==> src/rtl/gcd_rr_scheduler.sv <==
// ---------------------------------------------------------------------------
// GcdRrScheduler
// Shares a single multi-cycle GCD unit between N requesters. A round-robin
// arbiter picks one pending request while the scheduler is idle, forwards
// the operands to the GCD unit and returns the result on a response channel
// tagged with the requester index. Requests with a zero operand are answered
// directly without using the GCD unit, and a GCD computation that exceeds
// TMO wait cycles is aborted and answered with an error response.
//
// Ports
//    clk_i            rising-edge clock
//    reset_i          asynchronous active-high reset
//    req_valid_i      per-requester request valid (N bits)
//    req_a_i/req_b_i  packed operands, requester i in slice [i*W +: W]
//    req_ready_o      one-hot grant, only asserted while idle
//    gcd_start_o      one-cycle start pulse to the GCD controller
//    gcd_inA_o/inB_o  operands presented to the GCD datapath
//    gcd_result_rdy_i done/idle flag from the GCD controller
//    gcd_result_i     result from the GCD datapath
//    gcd_abort_o      one-cycle reset pulse to the GCD unit on timeout
//    rsp_valid_o      response valid, held until rsp_ready_i
//    rsp_id_o         index of the requester being answered
//    rsp_data_o       GCD result (or zero on timeout)
//    rsp_err_o        set when the response is a timeout
//    rsp_ready_i      response consumer ready
// ---------------------------------------------------------------------------
module gcd_rr_scheduler #(
   parameter int W   = 8,
   parameter int N   = 4,
   parameter int TMO = 255
) (
   input  logic                   clk_i,
   input  logic                   reset_i,
   input  logic [N-1:0]           req_valid_i,
   input  logic [N*W-1:0]         req_a_i,
   input  logic [N*W-1:0]         req_b_i,
   output logic [N-1:0]           req_ready_o,
   output logic                   gcd_start_o,
   output logic [W-1:0]           gcd_inA_o,
   output logic [W-1:0]           gcd_inB_o,
   input  logic                   gcd_result_rdy_i,
   input  logic [W-1:0]           gcd_result_i,
   output logic                   gcd_abort_o,
   output logic                   rsp_valid_o,
   output logic [$clog2(N)-1:0]   rsp_id_o,
   output logic [W-1:0]           rsp_data_o,
   output logic                   rsp_err_o,
   input  logic                   rsp_ready_i
);

   localparam int IW = $clog2(N);
   localparam int CW = (TMO < 1) ? 1 : $clog2(TMO + 1);

   typedef enum logic [2:0] {
      IDLE,
      ISSUE,
      WAIT,
      ABORT,
      RESP
   } state_t;

   state_t         state_q, state_d;
   logic [IW-1:0]  ptr_q, ptr_d;
   logic [CW-1:0]  cnt_q, cnt_d;
   logic [W-1:0]   inA_q, inA_d;
   logic [W-1:0]   inB_q, inB_d;
   logic [IW-1:0]  rspId_q, rspId_d;
   logic [W-1:0]   rspData_q, rspData_d;
   logic           rspErr_q, rspErr_d;

   logic           grantFound;
   logic [IW-1:0]  grantIdx;
   logic [IW-1:0]  candIdx;
   logic [N-1:0]   grantVec;
   logic [W-1:0]   selA;
   logic [W-1:0]   selB;

   // Round-robin search: scan from the requester after the last winner and
   // wrap around, so the last winner has the lowest priority next time.
   always_comb begin
      grantFound = 1'b0;
      grantIdx   = '0;
      candIdx    = '0;
      grantVec   = '0;
      for (int k = 1; k <= N; k++) begin
         candIdx = IW'((int'(ptr_q) + k) % N);
         if (!grantFound && req_valid_i[candIdx]) begin
            grantFound = 1'b1;
            grantIdx   = candIdx;
         end
      end
      if (grantFound) begin
         grantVec[grantIdx] = 1'b1;
      end
   end

   // Operand mux for the winning requester.
   always_comb begin
      selA = '0;
      selB = '0;
      for (int i = 0; i < N; i++) begin
         if (grantIdx == IW'(i)) begin
            selA = req_a_i[i*W +: W];
            selB = req_b_i[i*W +: W];
         end
      end
   end

   // Next-state logic. The GCD-facing operand registers are only loaded for
   // requests that really use the GCD unit, so a zero-bypass request leaves
   // the GCD operand bus untouched. Completion needs cnt >= 1 because the
   // ready flag seen in the first wait cycle may still be left over from the
   // previous job; completion is tested before the timeout so it wins a tie.
   always_comb begin
      state_d   = state_q;
      ptr_d     = ptr_q;
      cnt_d     = cnt_q;
      inA_d     = inA_q;
      inB_d     = inB_q;
      rspId_d   = rspId_q;
      rspData_d = rspData_q;
      rspErr_d  = rspErr_q;
      case (state_q)
         IDLE: begin
            if (grantFound) begin
               ptr_d   = grantIdx;
               rspId_d = grantIdx;
               if (selA == '0 || selB == '0) begin
                  rspData_d = selA | selB;
                  rspErr_d  = 1'b0;
                  state_d   = RESP;
               end else begin
                  inA_d   = selA;
                  inB_d   = selB;
                  state_d = ISSUE;
               end
            end
         end
         ISSUE: begin
            cnt_d   = '0;
            state_d = WAIT;
         end
         WAIT: begin
            cnt_d = cnt_q + 1'b1;
            if (gcd_result_rdy_i && cnt_q != '0) begin
               rspData_d = gcd_result_i;
               rspErr_d  = 1'b0;
               state_d   = RESP;
            end else if (cnt_q == CW'(TMO)) begin
               state_d = ABORT;
            end
         end
         ABORT: begin
            rspData_d = '0;
            rspErr_d  = 1'b1;
            state_d   = RESP;
         end
         RESP: begin
            if (rsp_ready_i) begin
               state_d = IDLE;
            end
         end
         default: begin
            state_d = IDLE;
         end
      endcase
   end

   // State and datapath registers. The pointer resets to N-1 so that the
   // first search after reset starts at requester 0.
   always_ff @(posedge clk_i or posedge reset_i) begin
      if (reset_i) begin
         state_q   <= IDLE;
         ptr_q     <= IW'(N - 1);
         cnt_q     <= '0;
         inA_q     <= '0;
         inB_q     <= '0;
         rspId_q   <= '0;
         rspData_q <= '0;
         rspErr_q  <= 1'b0;
      end else begin
         state_q   <= state_d;
         ptr_q     <= ptr_d;
         cnt_q     <= cnt_d;
         inA_q     <= inA_d;
         inB_q     <= inB_d;
         rspId_q   <= rspId_d;
         rspData_q <= rspData_d;
         rspErr_q  <= rspErr_d;
      end
   end

   // The grant is combinational from the request inputs, so it is gated with
   // reset to drop immediately rather than waiting for the state register.
   assign req_ready_o = (state_q == IDLE && !reset_i) ? grantVec : '0;
   assign gcd_start_o = (state_q == ISSUE);
   assign gcd_abort_o = (state_q == ABORT);
   assign rsp_valid_o = (state_q == RESP);
   assign gcd_inA_o   = inA_q;
   assign gcd_inB_o   = inB_q;
   assign rsp_id_o    = rspId_q;
   assign rsp_data_o  = rspData_q;
   assign rsp_err_o   = rspErr_q;

endmodule

==> config.mk <==
export PLATFORM = sky130hd
export DESIGN_NAME = gcd_rr_scheduler
export DESIGN_NICKNAME = d
export VERILOG_FILES = /design/src/rtl/gcd_rr_scheduler.sv
export SDC_FILE = /design/constraint.sdc
export NUM_CORES = 1
export LEC_CHECK = 0
export CAP_MARGIN = 20
export CORE_MARGIN = 1
export CORE_UTILIZATION = 45
export CTS_CLUSTER_DIAMETER = 40
export CTS_CLUSTER_SIZE = 28
export DETAILED_ROUTE_END_ITERATION = 8
export GPL_ROUTABILITY_DRIVEN = 0
export PLACE_DENSITY = 0.85
export SETUP_SLACK_MARGIN = 0.3
export SLEW_MARGIN = 15
export SYNTH_ARGS = -nofsm -noshare
export SYNTH_HDL_FRONTEND = slang
export SYNTH_SLANG_ARGS = --single-unit
export TNS_END_PERCENT = 20
==> constraint.sdc <==
create_clock -name clk_i -period 6.6 [get_ports clk_i]
set_input_delay 1.65 -clock clk_i [delete_from_list [all_inputs] [get_ports clk_i]]
set_output_delay 1.65 -clock clk_i [all_outputs]
set_load 0.02 [all_outputs]
==> flow_summary.ini <==
[hold_path]
hold_depth = 1
worstHoldPathType = reg -> reg

[setup_path]
critPathLaunchType = input pin
crit_cells = 6
cp.buffers_inverters = 2
arrival_ns = 3.97
critical_path_required_ns = 4.95
critPathCaptureType = output pin
cp_cell_sequence = clkdlybuf4s50_1 > nor4_1 > or4_1 > or3_1 > nor2b_1 > clkdlybuf4s50_1
path_class = in -> out
cp_common_cell = clkdlybuf4s50_1
crit_fanout = 6
slowest_delay_ns = 0.62
worst_r2r_path_depth = 9
crit_family = buffers and inverters
crit_slowest_cell = clkdlybuf4s50_1

[timing]
layout_min_cycle_time_ns = 5.62
finalHoldViolations = 0
rsz0062_at_grt = false
finalSetupViolations = 0
period_share_pct = 85.1
setup_tns_ns = 0
drv_slew = 0
hold_slack_ns = 0.507
worstMarginPinSlew_ns = 0.734
fmax_mhz = 178
slew_headroom_pct = 51.1
fin_worst_skew_ns = 0.00892
worst_slack_ns = 0.985

[logic_synthesis]
synth_ff_type = dfrtp_1
netlist_instances = 238
synth_top_area_share_pct = 37.0
synth_edf_count = 0
seq_area_frac_synth_pct = 39.0
syn_avg_cell_area_um2 = 10.8
synth-seq-cells = 40
synth_area_leader_cell = dfrtp_1
synth_cell_type_count = 40
ys_warn_count = 0
synth_fp_nets = 320
yosys-top-cells-area = dfrtp_1 37%, mux2i_1 19%, mux2_2 12%, nand2b_1 2.9%, a21oi_1 2.3%
async_flop_share_pct = 100
synth_area_mm2 = 0.00257

[power]
leakagePower_nw = 1.61
powerDensity_mw_per_mm2 = 423
sequentialPowerShare_pct = 27.2
swShare_pct = 40.9
pwr-share-comb_pct = 62.6
vdd_drop_max_v = 0.000239
clockPowerShare_pct = 10.2
internal_power_mw = 0.960
switchingPower_mw = 0.664

[finish]
layout_commonest_cell = clkdlybuf4s50_1
nNetsFinal = 433
final_util_pct = 69.8
layout-area-overhead-vs-synth_pct = 49.4
design_area_mm2 = 0.00384
final_cell_mix = 113 x clkdlybuf4s50_1, 49 x mux2i_1, 38 x dfrtp_1
layout-drive-gt1-share_pct = 13.6
diodes = 0
n_fill_cell = 417

[global_routing]
grt_pass1_vias = 2206
grt_usage_pct = 23.5
antenna_found_initial = 0
grt.overflow.total = 0
grt_pass1_wl_um = 11000
grt_max_degree = 41

[drt]
route.vias.total = 2286
drtIter0Drc = 69
drt-pass1-iter-count = 6
post_drt_wl_per_cell_um = 16.5
drc_errors = 0
vias_per_cell = 5.39
ant_nets = 0
wirelength_um = 6980

[clock_tree]
cts_tree = done
clkLatencyLatePin_ns = 0.29
postCtsHoldBufs = 0
cts_resized = 0
cts-htree-levels = 2
cts.root.buffer_cell = clkbuf_8
cts_buffer_depth = 2
cts_setup_buffers = 0
clock_sinks = 40
cts-buffers-inserted = 5
clk_pin_slew_ns = 0.07

[floorplanning]
start_util_pct = 46.7
fp-row-count = 27
core_area_mm2 = 0.00551
dieArea_mm2 = 0.00602
fp.dieH_um = 77.6
ios = 114
die_width_um = 77.6

[placed_design]
post_dp_cell_area_mm2 = 0.00375
post-place-ws_ns = 1.01
io_buffers = 113
dp_hpwl_um = 5380

[job]
drv_cap = 0

[status]
outcome = finished clean
## synth_stat cells, drive strengths merged (2+ instances only)
cell type,count
nand2,10
dfrtp,38
and2,2
nor4,5
nor2b,4
a21oi,12
nand4,2
nand3b,2
mux2,28
nor3,10
inv,7
mux2i,49
a2111oi,2
dfstp,2
nand3,4
o21ai,9
ha,2
nor2,10
and3,3
nand2b,12
a21o,2
buf,8
clkbuf,3
## metal layers
layer	up-vias	routed length, µm	GRT usage [%]
met5	-	0	0
met4	0	55	6.98
met3	4	585	4.47
met2	115	3220	37.1
met1	1077	3120	32.6
li1	1090	-	-
## final timing paths
path,start,to,slack [ns]
worst min-delay path,gcd_inB_o[5],gcd_inB_o[5],0.51
min in group asynchronous,reset_i,state_q[1],1.85
worst max register to register,ptr_q[1],rsp_data_o[0],2.75
worst max-delay path,req_valid_i[3],req_ready_o[1],0.98
max in group asynchronous,reset_i,ptr_q[1],4.39
worst min register to register,gcd_inB_o[5],gcd_inB_o[5],0.51
## flip-flops by register name, summed over array words and instances, names as in the netlist
signal,flops
cnt_q,8
gcd_inA_o,8
gcd_inB_o,8
rsp_data_o,8
state_q,3
ptr_q,2
rsp_id_o,2
rsp_err_o,1
## power by group through the flow
stage / Clock, mW / Combinational (mW) / Sequential [mW]
global placement: 0 / 0.998 / 0.438
detailed placement: 0 / 1.02 / 0.444
finish: 0.166 / 1.02 / 0.442
global route: 0.177 / 1.09 / 0.456
CTS: 0.169 / 1.02 / 0.441
floorplan: 0 / 0.591 / 0.524
## layout make-up
type / instances / area (µm²) / area share [%]
multi-input combinational: 180 / 1470 / 38.3
timing repair buffer: 117 / 1160 / 30.2
sequential: 40 / 1000 / 26.1
clock buffer: 8 / 90.1 / 2.34
tap: 72 / 90.1 / 2.34
inverter: 7 / 26.3 / 0.684
## cell families (layout without fill, tap and decap cells)
kind of cell,after synthesis,count (layout),share of synthesized area [%]
multiplexers,77,77,31.3
AND/OR/NAND/NOR,69,69,15.1
flip-flops,40,40,39.0
AO/OA/AOI/OAI,31,31,8.91
buffers and inverters,18,132,4.33
adder cells (fa/ha/maj),2,2,0.973
XOR/XNOR,1,1,0.341
## stage by stage
step | cells | total power, mW
3_3_place_gp | 416 | 1.44
2_1_floorplan | 238 | 1.11
4_1_cts | 424 | 1.63
6_report | 424 | 1.62
5_1_grt | 424 | 1.72
3_5_place_dp | 416 | 1.46
No activity file was read; power rests on OpenSTA's default activity.
